File: src/rtl/cache_pkg.sv
// Shared types for the cache miss/eviction interface: address geometry,
// fill-server state encoding and the captured miss-request record.
package cache_pkg;

  localparam int TAG_W  = 2;
  localparam int IDX_W  = 3;
  localparam int ADDR_W = TAG_W + IDX_W;
  localparam int DATA_W = 8;

  typedef enum logic [2:0] {
    IDLE,
    WB,
    RD,
    WAIT,
    RESP
  } state_t;

  typedef struct packed {
    logic [ADDR_W-1:0] addr;
    logic              evict;
    logic [ADDR_W-1:0] evict_addr;
    logic [DATA_W-1:0] evict_data;
  } req_t;

endpackage

File: src/rtl/sat_counter.sv
// Event counter that sticks at its maximum value instead of wrapping.
module sat_counter #(
  parameter int CNT_W = 8
) (
  input  logic             clock,
  input  logic             reset,
  input  logic             i_inc,
  output logic [CNT_W-1:0] o_count
);

  localparam logic [CNT_W-1:0] CNT_MAX = {CNT_W{1'b1}};
  localparam logic [CNT_W-1:0] CNT_ONE = {{(CNT_W-1){1'b0}}, 1'b1};

  logic [CNT_W-1:0] r_count;

  always_ff @(posedge clock or posedge reset) begin
    if (reset) begin
      r_count <= '0;
    end else if (i_inc && (r_count != CNT_MAX)) begin
      r_count <= r_count + CNT_ONE;
    end
  end

  assign o_count = r_count;

endmodule

File: src/rtl/cache_fill_server.sv
// RAM-side responder for cache misses: optional victim write-back, then a
// read of the missing byte, returned to the cache controller over a handshake.
module cache_fill_server
  import cache_pkg::*;
#(
  parameter int RAM_LAT = 1,
  parameter int CNT_W   = 8
) (
  input  logic              clock,
  input  logic              reset,
  input  logic              req_valid,
  output logic              req_ready,
  input  logic [ADDR_W-1:0] req_addr,
  input  logic              req_evict,
  input  logic [ADDR_W-1:0] req_evict_addr,
  input  logic [DATA_W-1:0] req_evict_data,
  output logic              resp_valid,
  input  logic              resp_ready,
  output logic [ADDR_W-1:0] resp_addr,
  output logic [DATA_W-1:0] resp_data,
  output logic [ADDR_W-1:0] ram_addr,
  output logic [DATA_W-1:0] ram_data,
  output logic              ram_wren,
  input  logic [DATA_W-1:0] ram_q,
  output logic [CNT_W-1:0]  fill_count,
  output logic [CNT_W-1:0]  wb_count
);

  localparam int                WAIT_W    = $clog2(RAM_LAT + 1);
  localparam logic [WAIT_W-1:0] WAIT_LOAD = WAIT_W'(RAM_LAT - 1);
  localparam logic [WAIT_W-1:0] WAIT_ONE  = WAIT_W'(1);

  state_t            r_state;
  state_t            w_state_next;
  req_t              r_req;
  req_t              w_cur_req;
  logic [WAIT_W-1:0] r_wait_cnt;
  logic [ADDR_W-1:0] r_ram_addr;
  logic [ADDR_W-1:0] w_ram_addr_next;
  logic [DATA_W-1:0] r_ram_data;
  logic [DATA_W-1:0] w_ram_data_next;
  logic              r_ram_wren;
  logic [ADDR_W-1:0] r_resp_addr;
  logic [DATA_W-1:0] r_resp_data;
  logic              w_accept;
  logic              w_consume;
  logic              w_wait_last;
  logic              w_wb_done;

  assign w_accept    = (r_state == IDLE) && req_valid;
  assign w_consume   = (r_state == RESP) && resp_ready;
  assign w_wait_last = (r_state == WAIT) && (r_wait_cnt == '0);
  assign w_wb_done   = (r_state == WB);

  // In IDLE the live request ports are the request; afterwards the captured copy is.
  always_comb begin
    w_cur_req = r_req;
    if (r_state == IDLE) begin
      w_cur_req.addr       = req_addr;
      w_cur_req.evict      = req_evict;
      w_cur_req.evict_addr = req_evict_addr;
      w_cur_req.evict_data = req_evict_data;
    end
  end

  always_comb begin
    w_state_next    = r_state;
    w_ram_addr_next = r_ram_addr;
    w_ram_data_next = r_ram_data;
    case (r_state)
      IDLE: begin
        if (req_valid) begin
          w_state_next = w_cur_req.evict ? WB : RD;
        end
      end
      WB:   w_state_next = RD;
      RD:   w_state_next = WAIT;
      WAIT: begin
        if (r_wait_cnt == '0) begin
          w_state_next = RESP;
        end
      end
      RESP: begin
        if (resp_ready) begin
          w_state_next = IDLE;
        end
      end
      default: w_state_next = IDLE;
    endcase

    // RAM port registers are loaded on the edge that enters WB/RD so they are valid in that cycle.
    if (w_state_next == WB) begin
      w_ram_addr_next = w_cur_req.evict_addr;
      w_ram_data_next = w_cur_req.evict_data;
    end else if (w_state_next == RD) begin
      w_ram_addr_next = w_cur_req.addr;
    end
  end

  always_ff @(posedge clock or posedge reset) begin
    if (reset) begin
      r_state     <= IDLE;
      r_req       <= '0;
      r_wait_cnt  <= '0;
      r_ram_addr  <= '0;
      r_ram_data  <= '0;
      r_ram_wren  <= 1'b0;
      r_resp_addr <= '0;
      r_resp_data <= '0;
    end else begin
      r_state    <= w_state_next;
      r_ram_addr <= w_ram_addr_next;
      r_ram_data <= w_ram_data_next;
      r_ram_wren <= (w_state_next == WB);
      if (w_accept) begin
        r_req <= w_cur_req;
      end
      if (r_state == RD) begin
        r_wait_cnt <= WAIT_LOAD;
      end else if ((r_state == WAIT) && (r_wait_cnt != '0)) begin
        r_wait_cnt <= r_wait_cnt - WAIT_ONE;
      end
      if (w_wait_last) begin
        r_resp_data <= ram_q;
        r_resp_addr <= r_req.addr;
      end
    end
  end

  sat_counter #(
    .CNT_W (CNT_W)
  ) u_fill_counter (
    .clock   (clock),
    .reset   (reset),
    .i_inc   (w_consume),
    .o_count (fill_count)
  );

  sat_counter #(
    .CNT_W (CNT_W)
  ) u_wb_counter (
    .clock   (clock),
    .reset   (reset),
    .i_inc   (w_wb_done),
    .o_count (wb_count)
  );

  assign req_ready  = (r_state == IDLE);
  assign resp_valid = (r_state == RESP);
  assign resp_addr  = r_resp_addr;
  assign resp_data  = r_resp_data;
  assign ram_addr   = r_ram_addr;
  assign ram_data   = r_ram_data;
  assign ram_wren   = r_ram_wren;

endmodule

File: config.mk
export PLATFORM = sky130hd
export DESIGN_NAME = cache_fill_server
export DESIGN_NICKNAME = d
export VERILOG_FILES = /design/src/rtl/cache_pkg.sv /design/src/rtl/sat_counter.sv /design/src/rtl/cache_fill_server.sv
export SDC_FILE = /design/constraint.sdc
export NUM_CORES = 1
export LEC_CHECK = 0
export ABC_AREA = 1
export CAP_MARGIN = 10
export CORE_MARGIN = 1
export CORE_UTILIZATION = 48
export CTS_CLUSTER_SIZE = 14
export DETAILED_ROUTE_END_ITERATION = 8
export PLACE_DENSITY = 0.89
export REMOVE_ABC_BUFFERS = 1
export SYNTH_ARGS = -nofsm -noshare
export SYNTH_HDL_FRONTEND = slang
export SYNTH_HIERARCHICAL = 1
export SYNTH_SLANG_ARGS = --single-unit
File: constraint.sdc
create_clock -name clock -period 1.9 [get_ports clock]
set_clock_uncertainty 0.1 [all_clocks]
set_input_delay 0.38 -clock clock [delete_from_list [all_inputs] [get_ports clock]]
set_output_delay 0.38 -clock clock [all_outputs]
set_load 0.05 [all_outputs]
==> results.tsv, run 1 <==
stage	metric	value	unit
status	outcome	complete, no violations	
clock_network	H-tree depth	3	
sta	Setup WS post-layout	70.16	ps
synthesis	top cells by area, synth	dfrtp_1 (51%), nand2_1 (22%), inv_1 (4.6%)	
setup_path	Critical R2R Capture	r_req[15]	
global_routing	GR Util All Layers	0.2186	
drt	Vias	2784	
synthesis	Syn Area/Cell	7.937	sq um
setup_path	crit end category	output pin	
setup_path	Startpoint Class	flip-flop	
synthesis	Synth Cell Area	3167	sq um
global_routing	remaining global-route overflow	0	
cells_and_area	ant diodes	0	
sta	Max Slew Vio Count	0	
sta	Tightest Pin Transition	526.4	ps
floorplan	Die Wd	83.23	um
cells_and_area	area grow syn2layout	28.01	%
drt	DR pass1 iterations	4	
sta	crit share post-route	0.9631	
clock_network	Inserted Clock Buffers	9	
sta	final setup violation count	0	
pwr	Max IR drop VDD	1.077	mV
setup_path	slowest CP cell	dfrtp_1	
clock_network	CTS clk-pin slew, worst paths	70	ps
clock_network	Sink Count	65	
setup_path	crit path max fanout	5	
drt	drt total wl	7158	um
synthesis	count leader, synth	nand2_1	
cells_and_area	Filler Cell Count	544	
drt	vias per std cell	4.971	
synthesis	Yosys cell types	23	
drt	DR WL/cell	12.78	um
synthesis	Synth top area share	0.5136	
cells_and_area	Register Area	1627	sq um
cells_and_area	Multi-input gate area	1265	sq um
placed_design	dpl hpwl	5088	um
global_routing	vias in the first global route	2748	
setup_path	Critical Path, Cell by Cell	nor2_4 -> nand2_1 -> inv_1 -> buf_12	
clock_network	CTS tree	built	
synthesis	Post-synth EDFFs	0	
synthesis	synthesized instance count	399	
synthesis	Commonest cells post-synth	nand2_1 (186), dfrtp_1 (65), inv_1 (39), nand3_1 (28), o21ai_1 (15)	
clock_network	Clock Tree Root	clkbuf_8	
sta	relative slew slack	0.6487	
setup_path	Reg2Reg Setup Slack	130	ps
setup_path	Worst Path Arrival	1350	ps
setup_path	Setup CP Type	flip-flop to output pin	
drt	DRT iter0 DRCs	140	
setup_path	CP Launch Point	r_state[0]	
floorplan	number of core rows	29	
clock_network	clk_lat worst skew	340	ps
synthesis	Synth area leader	dfrtp_1	
setup_path	worst flop-to-flop path startpoint	r_state[0]	
global_routing	initial antenna violation count	0	
setup_path	R2R depth	7	
global_routing	first-pass GRT wire length	12300	um
floorplan	die height	83.23	um
job	# Max-Cap Violations	0	
synthesis	Synth async-reset ratio	1.000	
sta	Hold Vio Cnt, Final	0	
sta	Final Critical Period	1830	ps
sta	setup_tns	0	ps
drt	residual DRC count	0	
synthesis	sequential fraction of the synthesis area	0.5136	
cells_and_area	# nets final	513	
placed_design	GPL Wtd Cong	0.8705	
setup_path	CP required	1420	ps
global_routing	pin count of the biggest net entering global routing	50	
min_path	Hold/Removal Path Class	input pin to async pin	
pwr	PwrDens	1739	nW/um^2
floorplan	IO Pins	76	
floorplan	core box area	6350	sq um
sta	fmax	0.5465	GHz
setup_path	Worst path max stage delay	460	ps
synthesis	Synth Warn #	6	
placed_design	PortBufs	75	
sta	RSZ-0062 raised after global routing	false	
clock_network	Clock Path Buffers	2	
synthesis	Seq cells post-synth	65	
synthesis	Main synth FF type	dfrtp_1	
pwr	Static Leak	2.161	nW
placed_design	pre-CTS WS	98.24	ps
cells_and_area	share of cells above drive strength 1	0.1905	
floorplan	Die ar.	6926	sq um
floorplan	Initial Utilization	0.4987	
drt	Post-DRT Antenna Nets	0	
[layout by cell type, fill, tap and decap left out, types with 2 or more instances in the layout]
cell and instances:
clkbuf_1 3, ha_1 2, nand2_1 186, nor2_1 6, nand3b_1 2, clkdlybuf4s50_1 30, inv_1 38, o21ai_1 15
xnor2_1 2, nand2_2 6, buf_4 50, nand4_1 5, nand3_1 28, nand3_2 6, o21ai_0 7, nor2_2 7
dfrtp_1 65, inv_2 5, buf_12 3, clkbuf_8 11
[logic make-up after synthesis]
| logic type | synth area share |
|---|---|
| AOI/OAI and AO/OA | 0.03951 |
| buffers and inverters | 0.08692 |
| adders and majority gates | 0.007901 |
| DFF | 0.5136 |
| and+or+nand+nor | 0.3465 |
| xor gates and xnor gates | 0.005532 |
[power by group]
part           internal [W]  switching, W  leakage, nW
logic               0.00117       0.00252         1.25
registers           0.00194      0.000401        0.828
clock network      0.000533      0.000479       0.0826
[per-stage QoR]
step | util | hold WS (ps) | instance area (sq um) | power (W) | cells
finish | 0.6384 | 278.4 | 4054 | 0.007048 | 560
global route | 0.6384 | 311.5 | 4054 | 0.007501 | 560
CTS | 0.6380 | 279.4 | 4051 | 0.007074 | 560
detailed placement | 0.6112 | 366.5 | 3881 | 0.006023 | 545
global placement | 0.6112 | 361.4 | 3881 | 0.005918 | 545
floorplan | - | 95.66 | 3057 | 0.004809 | 386
[layout make-up]
type / instances / share of cell area
sequential: 65 / 0.4012
tap: 77 / 0.02377
multi-input combinational: 277 / 0.3120
timing repair buffer: 83 / 0.1815
inverter: 44 / 0.04136
clock buffer: 14 / 0.04012
[flip-flops by register name, summed over array words and instances (netlist names)]
name / cells
resp_data: 8
ram_data: 8
ram_wren: 1
ram_addr: 5
resp_addr: 5
r_state: 3
u_wb_counter/o_count: 8
r_req: 18
u_fill_counter/o_count: 8
r_wait_cnt: 1
[layer usage]
layer	routed length (um)	GRT usage	vias up
li1	-	-	1390
met1	3118	0.2735	1321
met2	3612	0.3741	61
met3	315	0.04076	12
met4	111	0.08621	0
met5	0	0	-
[critical path: cells and delay by family, from the launching register on]
family,cells,cell delay [ps]
flip-flops,1,460
AND/OR/NAND/NOR,2,300
buffers and inverters,2,260
[worst max-delay path by stage]
stage	to	slack [ps]	depth (start not counted)
2_1_floorplan	u_fill_counter/o_count[7]	60	8
3_3_place_gp	u_fill_counter/o_count[3]	160	9
3_5_place_dp	r_req[15]	100	4
4_1_cts	req_ready	30	4
5_1_grt	resp_valid	20	4
6_report	resp_valid	70	4
[what timing repair did]
item | 4_1_cts | 5_1_grt
setup endpoints to repair | 2 | 1
setup buffers | 1 | 0
hold buffers | 0 | 0
pin swaps | 1 | 0
resized for setup | 0 | 1
(Power assumes the default switching activity.)
==> run 2: changes to the inputs <==
CAP_MARGIN = unset   (was 10)
CORE_ASPECT_RATIO = 1.75   (was unset)
==> run 2 against run 1 <==
  * First-iteration DRC count down 2.9%
  * Sequential power about the same
  * Register-to-register slack better by 160 ps
  * Critical path type unchanged
  * Global-route usage up 1.3 points
  * Hold slack better by 42 ps
  * Combinational power up 1%
  * Power up 3.2%
  * Die area up 0.18%
  * Final cell count up 1.4%
==> results.tsv, run 2 (synthesized netlist as in run 1, its figures left out) <==
stage	metric	value	unit
cells_and_area	most frequent cells in the layout	nand2_1 (186), dfrtp_1 (64), buf_4 (53)	
global_routing	first-pass GRT wire length	12210	um
sta	fmax	0.5571	GHz
global_routing	GRT met2 Usage	0.4088	
cells_and_area	share of cells above drive strength 1	0.2029	
clock_network	Sink Count	65	
drt	vias per std cell	5.004	
placed_design	dpl hpwl	5473	um
sta	relative slew slack	0.7037	
pwr	Static Leak	2.195	nW
setup_path	Setup CP Type	flip-flop to output pin	
sta	Max Slew Vio Count	0	
sta	setup_tns	0	ps
setup_path	crit end category	output pin	
cells_and_area	max reg flops	18	
floorplan	Die Wd	63.40	um
global_routing	remaining global-route overflow	0	
cells_and_area	area grow syn2layout	29.95	%
global_routing	initial antenna violation count	0	
global_routing	GR Util All Layers	0.2319	
floorplan	core box area	6276	sq um
pwr	overall power	0.007273	W
sta	crit share post-route	0.9448	
placed_design	GPL Wtd Cong	0.8264	
floorplan	die height	109.5	um
clock_network	Clock Path Buffers	2	
clock_network	Clock Tree Root	clkbuf_8	
setup_path	Bufs and invs on worst path	2	
global_routing	M3 GR Usage	0.04253	
drt	drt total wl	7329	um
placed_design	placed insts	551	
drt	Vias	2842	
floorplan	Die ar.	6939	sq um
job	# Max-Cap Violations	0	
sta	Final Critical Period	1795	ps
cells_and_area	ant diodes	0	
floorplan	Initial Utilization	0.5046	
global_routing	GR peak layer	met2	
drt	DR pass1 iterations	4	
setup_path	slowest CP cell	dfrtp_2	
clock_network	Inserted Clock Buffers	9	
cells_and_area	commonest non-fill, non-tap cell in the layout	nand2_1	
clock_network	CTS clk-pin slew, worst paths	70	ps
clock_network	cts hold-fix bufs	0	
clock_network	H-tree depth	3	
cells_and_area	Finished Layout Cells	568	
drt	Post-DRT Antenna Nets	0	
global_routing	vias in the first global route	2719	
setup_path	Worst path max stage delay	460	ps
drt	DRT iter0 DRCs	136	
setup_path	Worst Path Arrival	1320	ps
min_path	Hold/Removal Path Class	input pin to async pin	
setup_path	Startpoint Class	flip-flop	
pwr	Max IR drop VDD	1.110	mV
global_routing	met1 GRT Util	0.2551	
setup_path	CP required	1420	ps
sta	RSZ-0062 raised after global routing	false	
clock_network	clk_lat worst skew	340	ps
cells_and_area	Top reg by flops	r_req	
drt	DR WL/cell	12.90	um
sta	Tightest Pin Transition	442.5	ps
floorplan	number of core rows	38	
sta	Hold Vio Cnt, Final	0	
drt	residual DRC count	0	
setup_path	crit path max fanout	5	
cells_and_area	# nets final	516	
status	outcome	complete, no violations	
pwr	PwrDens	1767	nW/um^2
setup_path	Worst path top cell family by delay	flip-flops	
global_routing	pin count of the biggest net entering global routing	28	
floorplan	IO Pins	76	
placed_design	PortBufs	75	
setup_path	Critical Path, Cell by Cell	nor2_4 -> nand2_1 -> inv_1 -> buf_12	
sta	final setup violation count	0	
clock_network	CTS tree	built	
## run 2: area by class of cell
class                           instances  area [sq um]
Fill cell                             555          2161
Sequential cell                        65          1628
Multi-Input combinational cell        277          1265
Timing Repair Buffer                   86         749.5
Clock buffer                           14         172.7
Inverter                               44         165.2
Tap cell                               80         100.1
Clock inverter                          2         35.03
## run 2: path summary, 6_finish.rpt
kind | start | to | slack [ps] | depth (start not counted)
max | r_state[0] | resp_valid | 100 | 4
min | reset | u_wb_counter/o_count[7] | 320 | 2
max reg2reg | r_state[0] | r_req[14] | 290 | 5
min reg2reg | r_req[1] | r_req[1] | 380 | 2
max in group asynchronous | reset | r_state[0] | 1010 | 3
min in group clock | r_req[1] | r_req[1] | 380 | 2
## run 2: layer usage
layer,vias up,share of wire,wire [um]
li1,1397,-,-
met1,1354,0.39,2857
met2,83,0.56,4068
met3,8,0.038,277
met4,0,0.017,125
met5,-,0,0
## run 2: stage by stage
stage,utilization,worst slack [ps],area (sq um),hold WS [ps]
2_1_floorplan,-,60.19,3057,95.66
3_3_place_gp,0.6206,136.4,3895,361.7
3_5_place_dp,0.6206,64.56,3895,365.0
4_1_cts,0.6549,51.28,4110,308.3
5_1_grt,0.6557,19.72,4115,331.1
6_report,0.6557,104.9,4115,320.8
## run 2: timing repair
| item | in CTS | in global routing |
|---|---|---|
| pin swaps | 1 | 0 |
| setup buffers | 1 | 0 |
| setup endpoints to repair | 1 | 2 |
| gates resized for setup | 0 | 2 |
## run 2: report_power, final
group	total (W)	switching [W]	internal, W
registers	0.00232	0.000385	0.00194
clock network	0.00121	0.000493	0.000713
logic	0.00374	0.00254	0.00120
total	0.00727	0.00342	0.00385
==> run 3: changes to the inputs <==
CTS_BUF_LIST = sky130_fd_sc_hd__clkbuf_8 sky130_fd_sc_hd__clkbuf_16   (was unset)
GPL_ROUTABILITY_DRIVEN = 0   (was unset)
PLACE_DENSITY = unset   (was 0.89)
PLACE_DENSITY_LB_ADDON = 0.08   (was unset)
==> run 3 against run 2 <==
  * Global-route usage fell by 0.51 points
  * Final cell count did not move
  * Clock power down 14%
  * Sequential share of layout area about the same
  * Register-to-register slack got worse by 60 ps
==> results.tsv, run 3 (synthesized netlist as in run 1, its figures left out) <==
stage	metric	value	unit
global_routing	GR Util All Layers	0.2268	
setup_path	crit path max fanout	5	
drt	met3 WL	267	um
clock_network	Clock Path Buffers	2	
min_path	Hold/Removal Path Class	input pin to async pin	
placed_design	dpl hpwl	5181	um
cells_and_area	Filler Cell Count	607	
sta	Final Critical Period	1804	ps
drt	drt total wl	6894	um
drt	highest routing layer actually used	met4	
drt	DR pass1 iterations	4	
sta	relative slew slack	0.7201	
cells_and_area	Top reg by flops	r_req	
global_routing	first-pass GRT wire length	11990	um
global_routing	initial antenna violation count	0	
drt	DR WL met2	3820	um
sta	Max Slew Vio Count	0	
clock_network	H-tree depth	3	
clock_network	Sink Count	65	
pwr	PwrDens	1722	nW/um^2
setup_path	crit end category	output pin	
global_routing	remaining global-route overflow	0	
global_routing	pin count of the biggest net entering global routing	33	
clock_network	clk_lat worst skew	350	ps
sta	Tightest Pin Transition	418.0	ps
setup_path	CP required	1420	ps
cells_and_area	area grow syn2layout	29.79	%
cells_and_area	commonest non-fill, non-tap cell in the layout	nand2_1	
clock_network	CTS tree	built	
job	# Max-Cap Violations	0	
drt	Vias	2733	
sta	Setup WS post-layout	95.76	ps
floorplan	Die ar.	6939	sq um
sta	RSZ-0062 raised after global routing	false	
floorplan	core box area	6276	sq um
pwr	Static Leak	2.198	nW
clock_network	Clock Tree Root	clkbuf_8	
setup_path	Startpoint Class	flip-flop	
drt	DR WL/cell	12.14	um
cells_and_area	share of cells above drive strength 1	0.2049	
setup_path	Setup CP Type	flip-flop to output pin	
floorplan	number of core rows	38	
pwr	Max IR drop VDD	1.056	mV
pwr	Pint	0.003726	W
floorplan	die height	109.5	um
global_routing	vias in the first global route	2678	
pwr	Sw Share	0.4736	
cells_and_area	Register Area	1628	sq um
pwr	sequential share of power	0.324	
cells_and_area	# nets final	519	
placed_design	pre-CTS WS	60.19	ps
floorplan	Initial Utilization	0.5046	
placed_design	PortBufs	75	
pwr	Clk network pwr share	0.147	
status	outcome	complete, no violations	
floorplan	Die Wd	63.40	um
pwr	switching pwr	0.003353	W
cells_and_area	Multi-input gate area	1265	sq um
sta	crit share post-route	0.9496	
cells_and_area	max reg flops	18	
clock_network	CTS clk-pin slew, worst paths	70	ps
drt	residual DRC count	0	
floorplan	IO Pins	76	
setup_path	Worst Path Arrival	1320	ps
drt	DRT iter0 DRCs	146	
pwr	Comb pwr share	0.529	
cells_and_area	ant diodes	0	
cells_and_area	most frequent cells in the layout	nand2_1 (186), dfrtp_1 (64), buf_4 (56)	
clock_network	Inserted Clock Buffers	9	
sta	final setup violation count	0	
sta	Hold Vio Cnt, Final	0	
drt	Post-DRT Antenna Nets	0	
drt	vias per std cell	4.812	
sta	fmax	0.5543	GHz
drt	M1 WL	2610	um
sta	setup_tns	0	ps
run 3: cell count changes in the layout (fill, tap and decap cells not counted), sizes merged:
| cell | previous run | this run |
|---|---|---|
| clkbuf | 14 | 12 |
| bufinv | 1 | 0 |
| clkinv | 1 | 0 |
| buf | 56 | 59 |
| inv | 44 | 45 |
run 3: repair_timing:
action                                  CTS  global route
setup buffers                             1             0
hold buffers                              0             0
cloned                                    0             0
endpoints found under the setup margin    1             3
gates resized for setup                   0             2
pin swaps                                 1             0
run 3: power by group through the flow:
stage	logic, W	clock network, W	registers [W]
floorplan	0.00139	0	0.00342
global placement	0.00370	0	0.00231
detailed placement	0.00375	0	0.00232
CTS	0.00378	0.00107	0.00230
global route	0.00411	0.00112	0.00238
finish	0.00375	0.00104	0.00229
run 3: routing by layer:
metal | global-route usage | vias up
li1 | - | 1400
met2 | 0.4111 | 58
met1 | 0.2429 | 1262
met3 | 0.04979 | 13
met5 | 0 | -
met4 | 0.1185 | 0
run 3: area by class of cell:
cell class,instances,share of cell area
sequential,65,0.3960
multi-input combinational,277,0.3078
timing repair buffer,89,0.1900
inverter,44,0.04079
clock buffer,12,0.04018
tap,80,0.02435
clock inverter,1,0.0009132
run 3: critical path, cell delays in order, from the launching register on:
cell and delay, ps:
dfrtp_2 450, nor2_4 160, nand2_1 110, inv_1 110, buf_12 140
run 3: metrics by stage:
step                      instances  utilization  power, W  hold slack (ps)  area [sq um]
final                           568       0.6549  0.007079            283.4          4110
after global routing            568       0.6549  0.007607            322.6          4110
after CTS                       568       0.6543  0.007150            271.8          4106
after detailed placement        554       0.6262  0.006067            364.9          3930
after global placement          554       0.6262  0.006008            361.3          3930
after floorplan                 386            -  0.004809            95.66          3057
run 3: worst paths after layout:
path / startpoint / to / slack, ps / depth (start not counted)
worst max register to register: r_state[0] / u_fill_counter/o_count[7] / 230 / 8
worst max-delay path: r_state[0] / resp_valid / 100 / 4
min in group clock: r_req[6] / r_req[6] / 380 / 2
worst min register to register: r_req[6] / r_req[6] / 380 / 2
worst min-delay path: reset / u_fill_counter/o_count[3] / 280 / 2
max in group asynchronous: reset / r_state[0] / 970 / 3
